## src/rtl/serial_addsub_ov.sv

```systemverilog
// serial_addsub_ov
//   Bit-serial two's-complement adder/subtractor with a registered signed
//   overflow flag. One result bit is produced per clock, LSB first.
//
//   Handshake: start is a request sampled only while idle. Once accepted,
//   busy stays high for WIDTH cycles and start is ignored. done then pulses
//   high for exactly one cycle. From that cycle on, result and ov hold the
//   completed operation until the next accepted start. There is no
//   back-pressure on done. Holding start high gives one operation every
//   WIDTH+2 cycles.
//
//   Parameters:
//     WIDTH   operand/result width in bits (2..32)
//   Ports:
//     clk     system clock, rising edge
//     rst     asynchronous active-high reset
//     start   request a new operation (sampled in IDLE only)
//     a, b    signed operands, captured on the accepted start edge
//     s       0 = a+b, 1 = a-b, captured on the accepted start edge
//     busy    high while bits are being processed
//     done    one-cycle completion pulse
//     result  sum/difference modulo 2^WIDTH
//     ov      signed overflow of the last completed operation
module serial_addsub_ov #(
  parameter int WIDTH = 8
) (
  input  logic             clk,
  input  logic             rst,
  input  logic             start,
  input  logic [WIDTH-1:0] a,
  input  logic [WIDTH-1:0] b,
  input  logic             s,
  output logic             busy,
  output logic             done,
  output logic [WIDTH-1:0] result,
  output logic             ov
);

  localparam int CW = (WIDTH > 1) ? $clog2(WIDTH) : 1;
  localparam logic [CW-1:0] LAST = CW'(WIDTH - 1);

  typedef enum logic [1:0] {
    IDLE  = 2'd0,
    SHIFT = 2'd1,
    DONE  = 2'd2
  } state_t;

  state_t           state_q;
  state_t           state_d;
  logic [WIDTH-1:0] op_a_q;
  logic [WIDTH-1:0] op_b_q;
  logic             c_q;
  logic [CW-1:0]    cnt_q;
  logic [WIDTH-1:0] result_q;
  logic             ov_q;

  logic sum_bit;
  logic carry_out;

  // One full-adder slice on the current LSBs.
  always_comb begin
    sum_bit   = op_a_q[0] ^ op_b_q[0] ^ c_q;
    carry_out = (op_a_q[0] & op_b_q[0]) | (op_a_q[0] & c_q) | (op_b_q[0] & c_q);
  end

  // Next-state logic.
  always_comb begin
    state_d = state_q;
    case (state_q)
      IDLE:    if (start) state_d = SHIFT;
      SHIFT:   if (cnt_q == LAST) state_d = DONE;
      DONE:    state_d = IDLE;
      default: state_d = IDLE;
    endcase
  end

  always_ff @(posedge clk or posedge rst) begin
    if (rst) begin
      state_q <= IDLE;
    end else begin
      state_q <= state_d;
    end
  end

  // Datapath. Subtraction is a + ~b + 1: b is inverted at capture and the
  // +1 rides in as the initial carry.
  always_ff @(posedge clk or posedge rst) begin
    if (rst) begin
      op_a_q   <= '0;
      op_b_q   <= '0;
      c_q      <= 1'b0;
      cnt_q    <= '0;
      result_q <= '0;
      ov_q     <= 1'b0;
    end else begin
      case (state_q)
        IDLE: begin
          if (start) begin
            op_a_q <= a;
            op_b_q <= s ? ~b : b;
            c_q    <= s;
            cnt_q  <= '0;
          end
        end
        SHIFT: begin
          result_q <= {sum_bit, result_q[WIDTH-1:1]};
          op_a_q   <= {1'b0, op_a_q[WIDTH-1:1]};
          op_b_q   <= {1'b0, op_b_q[WIDTH-1:1]};
          c_q      <= carry_out;
          cnt_q    <= cnt_q + CW'(1);
          // Signed overflow: carry into the MSB differs from carry out of it.
          if (cnt_q == LAST) begin
            ov_q <= c_q ^ carry_out;
          end
        end
        default: ;
      endcase
    end
  end

  assign busy   = (state_q == SHIFT);
  assign done   = (state_q == DONE);
  assign result = result_q;
  assign ov     = ov_q;

endmodule

```

## config.mk

```make
export PLATFORM = sky130hd
export DESIGN_NAME = serial_addsub_ov
export DESIGN_NICKNAME = d
export VERILOG_FILES = /design/src/rtl/serial_addsub_ov.sv
export SDC_FILE = /design/constraint.sdc
export NUM_CORES = 1
export LEC_CHECK = 0
export BUFFER_PORTS_ARGS = -buffer_cell sky130_fd_sc_hd__buf_4
export CAP_MARGIN = 20
export CORE_MARGIN = 10
export CORE_UTILIZATION = 51
export CTS_BUF_LIST = sky130_fd_sc_hd__clkbuf_4
export DETAILED_ROUTE_END_ITERATION = 6
export GPL_ROUTABILITY_DRIVEN = 0
export GPL_TIMING_DRIVEN = 0
export HOLD_SLACK_MARGIN = 0.03
export PLACE_DENSITY_LB_ADDON = 0.15
export SETUP_SLACK_MARGIN = 0.4
export SLEW_MARGIN = 10
export SYNTH_ARGS = -nofsm -noshare
export SYNTH_HDL_FRONTEND = slang
export SYNTH_SLANG_ARGS = --single-unit
```

## constraint.sdc

```tcl
create_clock -name clk -period 1.3 [get_ports clk]
set_clock_uncertainty 0.05 [all_clocks]
set_input_delay 0.13 -clock clk [delete_from_list [all_inputs] [get_ports clk]]
set_output_delay 0.13 -clock clk [all_outputs]
set_load 0.02 [all_outputs]
```

; After elaboration in Yosys (flattened, before gate mapping)
; Index checks and enable logic that the tools add are counted.
; Widths: inputs -> output; s select.
[op_classes]
n_addsub = 1
multipliers = 0
div_mod_pow = 0
magnitude_cmp = 0
n_eq_ne = 5
n_shift = 0
mux = 12
bitwise = 9
reduce_logical = 5
[ops]
columns = cell, n
row1 = $pmux 8 s2, 2
row2 = $mux 8, 3
row3 = $not 8->8, 1
row4 = $pmux 3 s2, 1
row5 = $reduce_and 2->1, 3
row6 = $mux 2, 2
row7 = $pmux 2 s2, 1
row8 = $add 3x1->3 const B, 1
row9 = $and 1x1->1, 3
row10 = $eq 3x3->1 const B, 1
row11 = $mux 3, 1
row12 = $xor 1x1->1, 3
row13 = $eq 2x1->1 const B, 1
row14 = $eq 2x2->1 const B, 1
row15 = $logic_not 2->1, 1
row16 = $ne 2x1->1 const B, 1
row17 = $ne 2x2->1 const B, 1
row18 = $or 1x1->1, 2
row19 = $pmux 1 s2, 1
row20 = $reduce_bool 2->1, 1
row21 = $mux 1, 1
[totals]
register_bits = 31
latch_bits = 0
mem_bits_rw = 0
mem_bits_ro = 0
in_bits = 20
output_inout_bits = 11
mem_count = 0

; Longest topological paths before layout
[depth]
depth_word = 4
depth_mapped = 5
mapped_depth_nobuf = 4

; Worst setup path before layout
; Ideal clock, no wire load.
[synth_path]
path_kind = flip-flop to flip-flop
startpoint = register op_a_q[0]
endpoint = register result_q[7], in the netlist result[7]
setup_ns = 0.127
t_arrival_ns = 1.124
t_required_ns = 1.123
setup_slack_ns = -0.001
stages_incl_launch_ff = 3
n_path_buf = 0
synth_period_minus_slack_ns = 1.301
path_cell_list = dfrtp_1 -> fa_1 -> mux2_1
[synth_between]
elab_chain_len = 2
[synth_rtl]
columns = item, line_no
row1 = from (decl), 50  ; logic [WIDTH-1:0] op_a_q;
row2 = from (signal assigned), 107  ; op_a_q <= {1'b0, op_a_q[WIDTH-1:1]};
row3 = $xor 1x1->1 (2 in series), 62  ; sum_bit = op_a_q[0] ^ op_b_q[0] ^ c_q;
row4 = via sum_bit, 57  ; logic sum_bit;
row5 = to (signal assigned), 106  ; result_q <= {sum_bit, result_q[WIDTH-1:1]};
row6 = to (decl), 54  ; logic [WIDTH-1:0] result_q;
; The timed path passes the listed nets, and every way through them passes these cells.
; A chain may end at the register's enable or synchronous reset.

; Worst setup path after layout
[layout_path]
startpoint = register state_q[0]
endpoint = output port busy
[layout_between]
elab_chain_len = 1
[layout_rtl]
columns = item, line_no
row1 = from (decl), 48  ; state_t state_q;
row2 = from (signal assigned), 81  ; state_q <= state_d;
row3 = $eq 2x1->1, 121  ; assign busy = (state_q == SHIFT);
row4 = to (decl), 33  ; output logic busy,
; Every way passes these cells.

==> impl_metrics.yaml <==
synthesis:
  ys.flop_type: "dfrtp_1"
  synth_top_cells_by_area: "dfrtp_1 50%, mux2_1 5.8%, nor2b_1 4.8%"
  postSynthCellCount: 137
  yosys.area.top_type_share: 0.5004
  yosys_warnings: 0
  synth-seq-cells: 31
  syn_area_sq_um: 1550
  avgSynthCellArea_sq_um: 11.32
  synth.largest_area_cell: "dfrtp_1"
  syn_nets: 160
  ys_async_sr_fraction: 1.000
  seq_area_frac_synth: 0.5004
  synth_edf_count: 0
  ys_types: 25
placement:
  dp_worst_setup_slack_ns: -0.03975
  io_buffers: 29
  dp_cells: 198
  post-dp-hpwl_um: 2628
global_routing:
  antenna_found_initial: 0
  grt_max_degree: 23
  overflow: 0
  grt_pass1_wl_um: 6699
  grt_pass1_vias: 1395
  track_usage: 0.1582
worst_hold_path:
  hold_path.class: "input pin to flop"
floorplanning:
  core-area_sq_um: 2829
  initial_core_util: 0.5480
  die_w_um: 75.14
  dieArea_sq_um: 5645
  die_h_um: 75.14
  rows: 19
  ios: 31
critical_path:
  crit_fanout: 5
  worst_setup_path_start_kind: "flop"
  crit_arrival_ns: 1.31
  crit_type: "flop to output port"
  cp.required_ns: 1.12
  end_kind: "output port"
cts:
  cts_inserted_buffers: 5
  h-tree-depth: 2
  cts-root-buf: "clkbuf_4"
  clk_latency_ns: 0.34
  cts_tree: "built"
  clkTransAtPathRegs_ns: 0.10
  cts.sinks: 31
  ctsLongestPathBuffers: 2
pwr:
  switchingPower_mw: 2.017
  seq_power_share: 0.324
  p_leak_nw: 1.074
  power_density_nw_per_um2: 2256
  clkPwrFrac: 0.137
  ir_drop_v: 0.001672
  p_int_mw: 3.415
  sw_frac_of_total: 0.3713
  p_total_mw: 5.432
  power_frac_comb: 0.539
timing:
  hold_viol: 0
  fin_crit_sh: 1.144
  setup_viol: 27
  finalWorstSetupSlack_ns: -0.1871
  max_slew.worst_pin.slew_ns: 0.2781
  rsz0062_at_grt: "yes"
  drv_slew: 0
  fmax_mhz: 672.4
  relSlewSlack: 0.8146
  fin_crit_ns: 1.487
  tns_ns: -2.888
final_layout:
  finish.utilization: 0.8510
  fin_cells: 228
  regArea_sq_um: 775.7
  multi_input_area_sq_um: 862.1
  antennaDiodeCount: 0
  final_layout_size_suffix_gt1_frac: 0.5076
  areaGrowthSynthToFinish_pct: 55.29
  nets: 219
  n_fill_cell: 131
route:
  num_vias: 1327
  via_per_inst: 5.820
  remaining_drc_errors: 0
  wire_per_inst_um: 20.07
  final_antenna_net_count: 0
  dr.pass1.iters: 5
  initialDrtViolationCount: 93
  wl_um: 4575
flow_run:
  drv_cap: 0
outcome:
  status: "complete, but fails checks"
  violations: "setup timing"
==> critical path: stages, from the launching register on <==
cell and delay [ns]:
dfrtp_1 0.43, nor2b_1 0.14, buf_4 0.15, buf_8 0.12, buf_6 0.12
==> logic make-up (layout without fill, tap and decap cells) <==
family          Yosys count  after routing  share of synthesized area
compound gates           47             47                     0.2163
xor+xnor                  9              9                    0.05085
fa+ha+maj                 3              3                    0.02905
buf+inv                  20             80                    0.06699
flops                    31             31                     0.5004
mux                       9              9                    0.06538
simple gates             18             18                    0.07103
==> state kept, by name, summed over array words and instances (netlist names) <==
name	cells
result	8
op_b_q	8
c_q	1
state_q	2
ov	1
op_a_q	8
cnt_q	3
==> cell usage after synthesis, types with 2 or more instances <==
master,instances
a21oi_1,13
a221o_1,7
a22o_1,2
a22oi_1,7
buf_2,8
buf_6,2
dfrtp_1,31
ha_1,2
inv_1,8
mux2_1,8
nand2_1,3
nor2b_1,12
o21ai_1,10
o32ai_1,6
xnor2_1,8
==> placed cells by master, fill, tap and decap left out, types with 2 or more instances in the layout <==
cell           synthesis  routed
a221o_1                7       7
nor2b_4                0       2
dlygate4sd3_1          0       8
inv_1                  8       7
buf_4                  1      27
o21ai_1               10       7
o21ai_2                0       3
a21oi_4                0       2
a22oi_2                0       6
xnor2_1                8       7
buf_2                  8       3
dfrtp_1               31      31
a22o_1                 2       2
o32ai_1                6       3
clkbuf_4               0       5
buf_6                  2      20
a21oi_2                0       3
buf_8                  0       3
nor2b_1               12      10
nand2_1                3       2
o32ai_2                1       3
mux2_4                 0       8
a21oi_1               13       8
==> layout make-up <==
cell class / instances / share of cell area
tap: 31 / 0.01611
timing repair buffer: 52 / 0.2100
multi-input combinational: 86 / 0.3581
inverter: 8 / 0.01403
sequential: 31 / 0.3222
clock buffer: 5 / 0.01559
clock inverter: 3 / 0.01611
buffer: 12 / 0.04782
==> timing repair <==
item,in CTS,in global routing
setup buffers,11,2
hold buffers,8,0
endpoints found under the hold margin,16,0
endpoints found under the setup margin,42,53
gates cloned,0,1
resized for setup,26,41
pin swaps,5,2
==> per-stage QoR <==
| stage | cell area, sq um | hold WS, ns |
|---|---|---|
| 2_1_floorplan | 1595 | 0.1835 |
| 3_3_place_gp | 1852 | 0.3478 |
| 3_5_place_dp | 1879 | 0.1083 |
| 4_1_cts | 2231 | 0.1264 |
| 5_1_grt | 2407 | 0.1661 |
| 6_report | 2407 | 0.1149 |
==> power groups by stage <==
stage	Sequential [mW]	Combinational (mW)	Clock [mW]
after floorplan	1.80	1.18	0
after global placement	1.67	1.83	0
after detailed placement	1.71	1.93	0
after CTS	1.70	2.42	0.740
after global routing	1.81	3.11	0.791
final	1.76	2.93	0.744
==> layer usage <==
layer	GRT usage	part of all wire
met4	0.05567	0.017
met1	0.1680	0.39
met2	0.2895	0.54
met3	0.04862	0.054
met5	0	0
==> worst paths after layout <==
kind	from	end	slack, ns	cells past startpoint
max in group asynchronous	rst	op_a_q[1]	0.60	4
worst max-delay path	state_q[0]	busy	-0.19	4
worst max register to register	state_q[1]	op_b_q[5]	-0.18	5
worst min-delay path	b[1]	op_b_q[1]	0.11	4
worst min register to register	op_a_q[7]	op_a_q[7]	0.48	2
min in group asynchronous	rst	result[0]	0.23	3
(Power assumes the default switching activity.)
